--- src/rtl/param_updown_counter.sv ---
// Parametrised up/down counter with wrap or saturate at the modulus boundaries,
// a one-cycle terminal-count strobe and a sticky boundary flag.
module param_updown_counter #(
  parameter int              WIDTH    = 8,
  parameter longint unsigned MODULUS  = 64'd0,
  parameter longint unsigned STEP     = 64'd1,
  parameter bit              SATURATE = 1'b0
) (
  input  logic             clk,
  input  logic             rst,
  input  logic             en,
  input  logic             load,
  input  logic             up_down,
  input  logic [WIDTH-1:0] d,
  input  logic             clr_flag,
  output logic [WIDTH-1:0] qd,
  output logic [WIDTH-1:0] qd_b,
  output logic             tc,
  output logic             bnd_flag
);

  localparam longint unsigned MOD = (MODULUS == 64'd0) ? (64'd1 << WIDTH) : MODULUS;

  // MOD_W is MOD reduced to WIDTH bits (0 for a full power-of-two range);
  // the wrap sums below are exact modulo 2^WIDTH, so that truncation is harmless.
  localparam logic [WIDTH-1:0] MAX_W  = WIDTH'(MOD - 64'd1);
  localparam logic [WIDTH-1:0] MOD_W  = WIDTH'(MOD);
  localparam logic [WIDTH-1:0] STEP_W = WIDTH'(STEP);
  localparam logic [WIDTH:0]   MAX_X  = {1'b0, MAX_W};

  if ((WIDTH < 2) || (WIDTH > 32)) begin : g_bad_width
    $error("param_updown_counter: WIDTH must be in 2..32");
  end
  if ((MODULUS != 64'd0) && ((MODULUS < 64'd2) || (MODULUS > (64'd1 << WIDTH)))) begin : g_bad_mod
    $error("param_updown_counter: MODULUS must be 0 or in 2..2^WIDTH");
  end
  if ((STEP < 64'd1) || (STEP > (MOD - 64'd1))) begin : g_bad_step
    $error("param_updown_counter: STEP must be in 1..MAX");
  end

  logic [WIDTH-1:0] qd_q, qd_d;
  logic [WIDTH-1:0] qd_b_q, qd_b_d;
  logic             tc_q, tc_d;
  logic             bnd_flag_q, bnd_flag_d;

  logic [WIDTH:0]   up_sum_s;
  logic [WIDTH-1:0] up_wrap_s;
  logic [WIDTH-1:0] dn_diff_s;
  logic [WIDTH-1:0] dn_wrap_s;
  logic             up_over_s;
  logic             dn_under_s;
  logic             bnd_event_s;

  // up_sum_s carries one extra bit so the overflow test sees the true sum.
  assign up_sum_s   = {1'b0, qd_q} + {1'b0, STEP_W};
  assign up_wrap_s  = qd_q + STEP_W - MOD_W;
  assign dn_diff_s  = qd_q - STEP_W;
  assign dn_wrap_s  = qd_q + MOD_W - STEP_W;
  assign up_over_s  = (up_sum_s > MAX_X);
  assign dn_under_s = (qd_q < STEP_W);

  always_comb begin
    qd_d        = qd_q;
    bnd_event_s = 1'b0;
    if (load) begin
      if (d > MAX_W) begin
        qd_d = MAX_W;
      end else begin
        qd_d = d;
      end
    end else if (en) begin
      if (up_down) begin
        if (up_over_s) begin
          bnd_event_s = 1'b1;
          qd_d        = SATURATE ? MAX_W : up_wrap_s;
        end else begin
          qd_d = up_sum_s[WIDTH-1:0];
        end
      end else begin
        if (dn_under_s) begin
          bnd_event_s = 1'b1;
          qd_d        = SATURATE ? {WIDTH{1'b0}} : dn_wrap_s;
        end else begin
          qd_d = dn_diff_s;
        end
      end
    end else begin
      qd_d = qd_q;
    end
    qd_b_d     = ~qd_d;
    tc_d       = bnd_event_s;
    // A boundary event in the same cycle as clr_flag keeps the flag set.
    bnd_flag_d = bnd_event_s | (bnd_flag_q & ~clr_flag);
  end

  always_ff @(posedge clk) begin
    if (rst) begin
      qd_q       <= {WIDTH{1'b0}};
      qd_b_q     <= {WIDTH{1'b1}};
      tc_q       <= 1'b0;
      bnd_flag_q <= 1'b0;
    end else begin
      qd_q       <= qd_d;
      qd_b_q     <= qd_b_d;
      tc_q       <= tc_d;
      bnd_flag_q <= bnd_flag_d;
    end
  end

  assign qd       = qd_q;
  assign qd_b     = qd_b_q;
  assign tc       = tc_q;
  assign bnd_flag = bnd_flag_q;

endmodule

--- config.mk ---
export PLATFORM = sky130hd
export DESIGN_NAME = param_updown_counter
export DESIGN_NICKNAME = d
export VERILOG_FILES = /design/src/rtl/param_updown_counter.sv
export SDC_FILE = /design/constraint.sdc
export NUM_CORES = 1
export LEC_CHECK = 0
export ABC_CLOCK_PERIOD_IN_PS = 5150
export BUFFER_PORTS_ARGS = -buffer_cell sky130_fd_sc_hd__buf_4
export CAP_MARGIN = 20
export CORE_AREA = 2 2 48 50
export CTS_CLUSTER_DIAMETER = 50
export DETAILED_ROUTE_END_ITERATION = 8
export DIE_AREA = 0 0 50 52
export PLACE_DENSITY = 0.77
export SYNTH_ARGS = -nofsm -noshare
export SYNTH_HDL_FRONTEND = slang
export SYNTH_SLANG_ARGS = --single-unit
export TNS_END_PERCENT = 30
--- constraint.sdc ---
create_clock -name clk -period 5.15 [get_ports clk]
set_clock_uncertainty 0.05 [all_clocks]
set_input_delay 0.7725 -clock clk [delete_from_list [all_inputs] [get_ports clk]]
set_output_delay 0.7725 -clock clk [all_outputs]
set_load 0.01 [all_outputs]
* Word level (Yosys, flattened, before mapping)
Index checks and enable logic that the tools add are counted.
** Operators by class
- Shifts and indexed selects :: 0
- $add $sub $neg :: 3
- Bitwise logic cells :: 4
- Equal/unequal tests :: 0
- Div/mod/pow operators :: 0
- Magnitude comparators :: 3
- Reduce and logical (&&, ||, !) cells :: 0
- Multiply operators :: 0
- Multiplexer cells :: 10
** Operators with widths (number)
- 8-bit two-way mux :: 5
- 8-bit by 1-bit adder with 9-bit output (second input constant) :: 1
- 9-bit by 8-bit greater-than comparator with 1-bit output (second input constant) :: 1
- 8-bit by 1-bit adder with 8-bit output (second input constant) :: 1
- 8-bit greater-than comparator (second input constant) :: 1
- 8-bit by 1-bit less-than comparator with 1-bit output (second input constant) :: 1
- 8-bit inverter :: 1
- 8-bit by 1-bit subtractor with 8-bit output (second input constant) :: 1
- 1-bit two-way mux :: 5
- 1-bit AND :: 1
- 1-bit inverter :: 1
- 1-bit bitwise OR :: 1
** Word-level totals
- Bits in writable memories :: 0
- Memories :: 0
- Output and inout bits :: 18
- Flip-flop bits (word level) :: 18
- Latch bits :: 0
- ROM bits :: 0
- Word-level logic and storage cells :: 24

* Depth between registers and ports, before layout
- Depth after elaboration :: 7
- Gate-level depth with buffers :: 7
- Depth with buffers taken out :: 6

* Worst setup path after synthesis
OpenSTA, ideal clock, no wires.
- Path type :: input-to-reg
- From :: input up_down
- To :: register qd_b_q[3] (netlist: qd_b[3])
- Data required time :: 4.973 ns
- Cell stages on the path :: 5
- Library setup time :: 0.127 ns
- Slack :: 3.210 ns
- Arrival time :: 1.763 ns
- Cells stage by stage :: clkbuf_1 or4_1 a21oi_1 xor2_1 o21ai_1
** Between the ends
- Longest elaborated chain between the ends :: 4
** RTL lines
- from (decl) :: line 13 : input logic up_down,
- 8-bit two-way mux :: line 72 : if (up_down) begin
- 8-bit two-way mux :: line 71 : end else if (en) begin
- 8-bit two-way mux :: line 65 : if (load) begin
- 8-bit inverter :: line 90 : qd_b_d = ~qd_d;
- to (signal assigned) :: line 99 : qd_b_q <= {WIDTH{1'b1}};
- to (signal assigned) :: line 104 : qd_b_q <= qd_b_d;
- to (decl) :: line 42 : logic [WIDTH-1:0] qd_b_q, qd_b_d;
Every way passes these cells.
A chain may end at the register's enable or synchronous reset.

* Worst setup path after layout
- From :: register qd_q[0] (netlist: qd[0])
- To :: register tc_q (netlist: tc)
** Between the ends
- Longest elaborated chain between the ends :: 6
- Elaborated cells on any way between the ends :: 8
- Those cells by class :: add/sub: 1; order compare: 2; mux: 5
** RTL lines
- from (decl) :: line 41 : logic [WIDTH-1:0] qd_q, qd_d;
- from (signal assigned) :: line 98 : qd_q <= {WIDTH{1'b0}};
- from (signal assigned) :: line 103 : qd_q <= qd_d;
- 8-bit by 1-bit adder with 9-bit output :: line 55 : assign up_sum_s = {1'b0, qd_q} + {1'b0, STEP_W};
- 9-bit by 8-bit greater-than comparator with 1-bit output :: line 59 : assign up_over_s = (up_sum_s > MAX_X);
- 1-bit two-way mux :: line 73 : if (up_over_s) begin
- 1-bit two-way mux (*) :: line 72
- 1-bit two-way mux (*) :: line 71
- 1-bit two-way mux (*) :: line 65
- to (signal assigned) :: line 105 : tc_q <= tc_d;
- to (decl) :: line 43 : logic tc_q, tc_d;
Mark *: on every way between the ends. The rest lies on a longest branch, timed or not.

==> flow_summary.yaml <==
synth:
  synthTopCellsByArea: "sky130_fd_sc_hd__dfxtp_1, sky130_fd_sc_hd__o21a_1, sky130_fd_sc_hd__xor2_1"
  synthesized_area_sq_um: 1000
  post_synth_most_frequent_cells: "sky130_fd_sc_hd__dfxtp_1, sky130_fd_sc_hd__nand2_1, sky130_fd_sc_hd__inv_1, sky130_fd_sc_hd__nor3_1, sky130_fd_sc_hd__o21a_1"
  synth_most_common_cell: "sky130_fd_sc_hd__dfxtp_1"
  ys_warn_count: 0
  ys_async_sr_fraction_pct: 0
  synth.yosys.seq_area_share_pct: 35.9
  yosysUniqueCellTypes: 40
  syn_inst: 115
  avgSynthCellArea_sq_um: 8.73
  synth_top_area_share_pct: 35.9
  synth_enable_flop_cells: 0
  most_used_flip_flop_cell_after_synthesis: "sky130_fd_sc_hd__dfxtp_1"
  synth_top_cell_by_area: "sky130_fd_sc_hd__dfxtp_1"
  synth-seq-cells: 18
  mappedNetlistNets: 132
timing:
  final_period_minus_worst_setup_slack_ns: 2.05
  maximum_operating_frequency_ghz: 0.489
  final_critical_path_setup_slack_ns: 3.10
  grt_setup_unrepaired: "no"
  fin_crit_sh_pct: 39.7
  setup_violations: 0
  whs_ns: 0.437
  worst_slew_pin_slew_ns: 0.464
  setup_tns_ns: 0
  slew_viol_final: 0
  hold_viol_final: 0
  max-slew-margin-rel_pct: 68.7
power:
  power.leakage_nw: 0.539
  vdd.ir_drop.worst_uv: 171
  power-per-cell-area_nw_per_um2: 250
placement:
  dp_cells: 167
  place.gp.congestion: 0.822
  place.port_buffers: 31
  dpl.hpwl_um: 1780
  pre_cts_ws_ns: 3.06
detailed_routing:
  drt_pre_antenna_iters: 4
  drcViolationCount: 0
  vias_per_cell: 5.69
  dr.first_iter.drc_count: 44
  detail_route.wl_per_cell_um: 13.7
  route.final.wire_length_um: 2330
  via_count: 967
  antenna_left: 0
cts:
  clk_root_buffer_cell: "sky130_fd_sc_hd__clkbuf_4"
  cts-hold-fix-buffers: 0
  clock_sinks: 18
  cts_buffer_depth: 2
  clk_pin_slew_ns: 0.10
  ctsResizeCount: 0
  clk-insertion-delay-late_ns: 0.30
  cts-buffers-inserted: 3
  tritoncts_clock_tree: "done"
  cts_max_level: 1
  cts.repair_timing.setup_buffer_count: 0
layout:
  count_of_nets_after_finishing: 161
  finalNonFillerCells: 170
  number_of_antenna_cells_inserted: 0
  final_core_util_pct: 59.7
  final_layout_size_suffix_gt1_share_pct: 26.8
  synthToLayoutAreaGrowth_pct: 25.3
global_routing:
  groute.usage.overall_pct: 19.3
  grt_antenna_before_repair: 0
  grt_first_pass_wirelength_um: 3860
  overflow: 0
  vias_in_the_first_global_route: 899
  largest_net_degree_at_the_start_of_global_routing: 19
worst_setup_path:
  critPathKind: "flip-flop to flip-flop"
  cp-start-kind: "flip-flop"
  slowest_cell_on_the_critical_path: "sky130_fd_sc_hd__dfxtp_1"
  cp-end-kind: "flip-flop"
  reg2reg_setup_slack_ns: 3.10
  cp_cell_sequence: "inv_1 -> ha_1 -> nor4b_1 -> nand2_1 -> o41ai_1"
  worst_ep_required_time_ns: 5.30
  critical-path-max-stage-delay_ns: 0.54
  crit_arrival_ns: 2.20
  endpoint: "tc"
  regToRegEndpoint: "tc"
  timing.critical_path.fanout_max: 10
  crit-reg2reg-launch: "qd[0]"
  worstRegToRegCells: 5
  critPathLaunch: "qd[0]"
die:
  die-area_sq_um: 2600
  fp-row-count: 17
  initial_utilization_pct: 47.7
  floorplan.core_area_sq_um: 2110
  floorplan.io_pins: 32
  die_x_um: 50
  die_y_um: 52
hold_path:
  hold_path.class: "flip-flop to flip-flop"
flow_run:
  cap_viol_max_count: 0
outcome:
  status: "finished clean"
-- where the power goes --
part,internal [W],switching (W),total [W]
sequential,0.000150,0.0000143,0.000164
clock,0.0000273,0.0000434,0.0000707
combinational,0.0000406,0.0000392,0.0000798
-- per-layer routing --
| metal | track usage (%) | vias up | wire, um |
|---|---|---|---|
| li1 | - | 475 | - |
| met4 | 9.26 | 0 | 31 |
| met3 | 4.02 | 5 | 158 |
| met5 | 0 | - | 0 |
| met2 | 31.8 | 40 | 1170 |
| met1 | 24.1 | 447 | 964 |
-- worst max-delay path: cells and delay by family, from the launching register on --
kind,cells,cell delay (ns)
compound gates,1,0.35
fa+ha+maj,1,0.35
buf+inv,1,0.15
flops,1,0.54
simple gates,2,0.51
-- sequential cells by signal, indices dropped and copies added, names as in the netlist --
signal and flops:
qd 8, bnd_flag 1, qd_b 8, tc 1
-- cells by family after synthesis --
| kind of cell | synth area share, % |
|---|---|
| AO/OA/AOI/OAI | 20.9 |
| AND/OR/NAND/NOR | 25.2 |
| flip-flops | 35.9 |
| XOR/XNOR | 6.98 |
| adder cells (fa/ha/maj) | 3.74 |
| multiplexers | 0.998 |
| buffers and inverters | 6.23 |
-- through the flow --
stage               power (W)  cell area (sq um)
finish               0.000315               1260
global route         0.000333               1260
CTS                  0.000317               1260
detailed placement   0.000247               1230
global placement     0.000245               1230
floorplan            0.000214               1000
-- area by class of cell --
type / instances / area [sq um]
Fill cell: 197 / 848
Multi-Input combinational cell: 83 / 581
Sequential cell: 18 / 360
Timing Repair Buffer: 31 / 233
Tap cell: 28 / 35.0
Inverter: 7 / 26.3
Clock buffer: 3 / 22.5
-- how the worst min path moves through the flow --
stage,start,endpoint,cells past startpoint
6_report,bnd_flag,bnd_flag,2
4_1_cts,bnd_flag,bnd_flag,2
3_3_place_gp,bnd_flag,bnd_flag,2
2_1_floorplan,bnd_flag,bnd_flag,2
5_1_grt,bnd_flag,bnd_flag,2
3_5_place_dp,bnd_flag,bnd_flag,2
-- layout by cell type, fill, tap and decap left out, drive strengths merged --
cell / count
a211oi: 1
a21oi: 3
a311o: 1
a311oi: 1
a31oi: 2
a41o: 1
and2: 1
and3: 1
buf: 31
clkbuf: 3
dfxtp: 18
ha: 3
inv: 7
mux2i: 1
nand2: 8
nand2b: 3
nand3: 2
nand4: 4
nand4bb: 1
nor2: 5
nor3: 7
nor3b: 1
nor4: 3
nor4b: 1
o211a: 1
o211ai: 2
o21a: 8
o21ai: 7
o32ai: 1
o41ai: 1
or3: 3
or4: 1
or4b: 1
xnor2: 2
xor2: 6
Note: power is estimated with default switching activity, not from simulation.
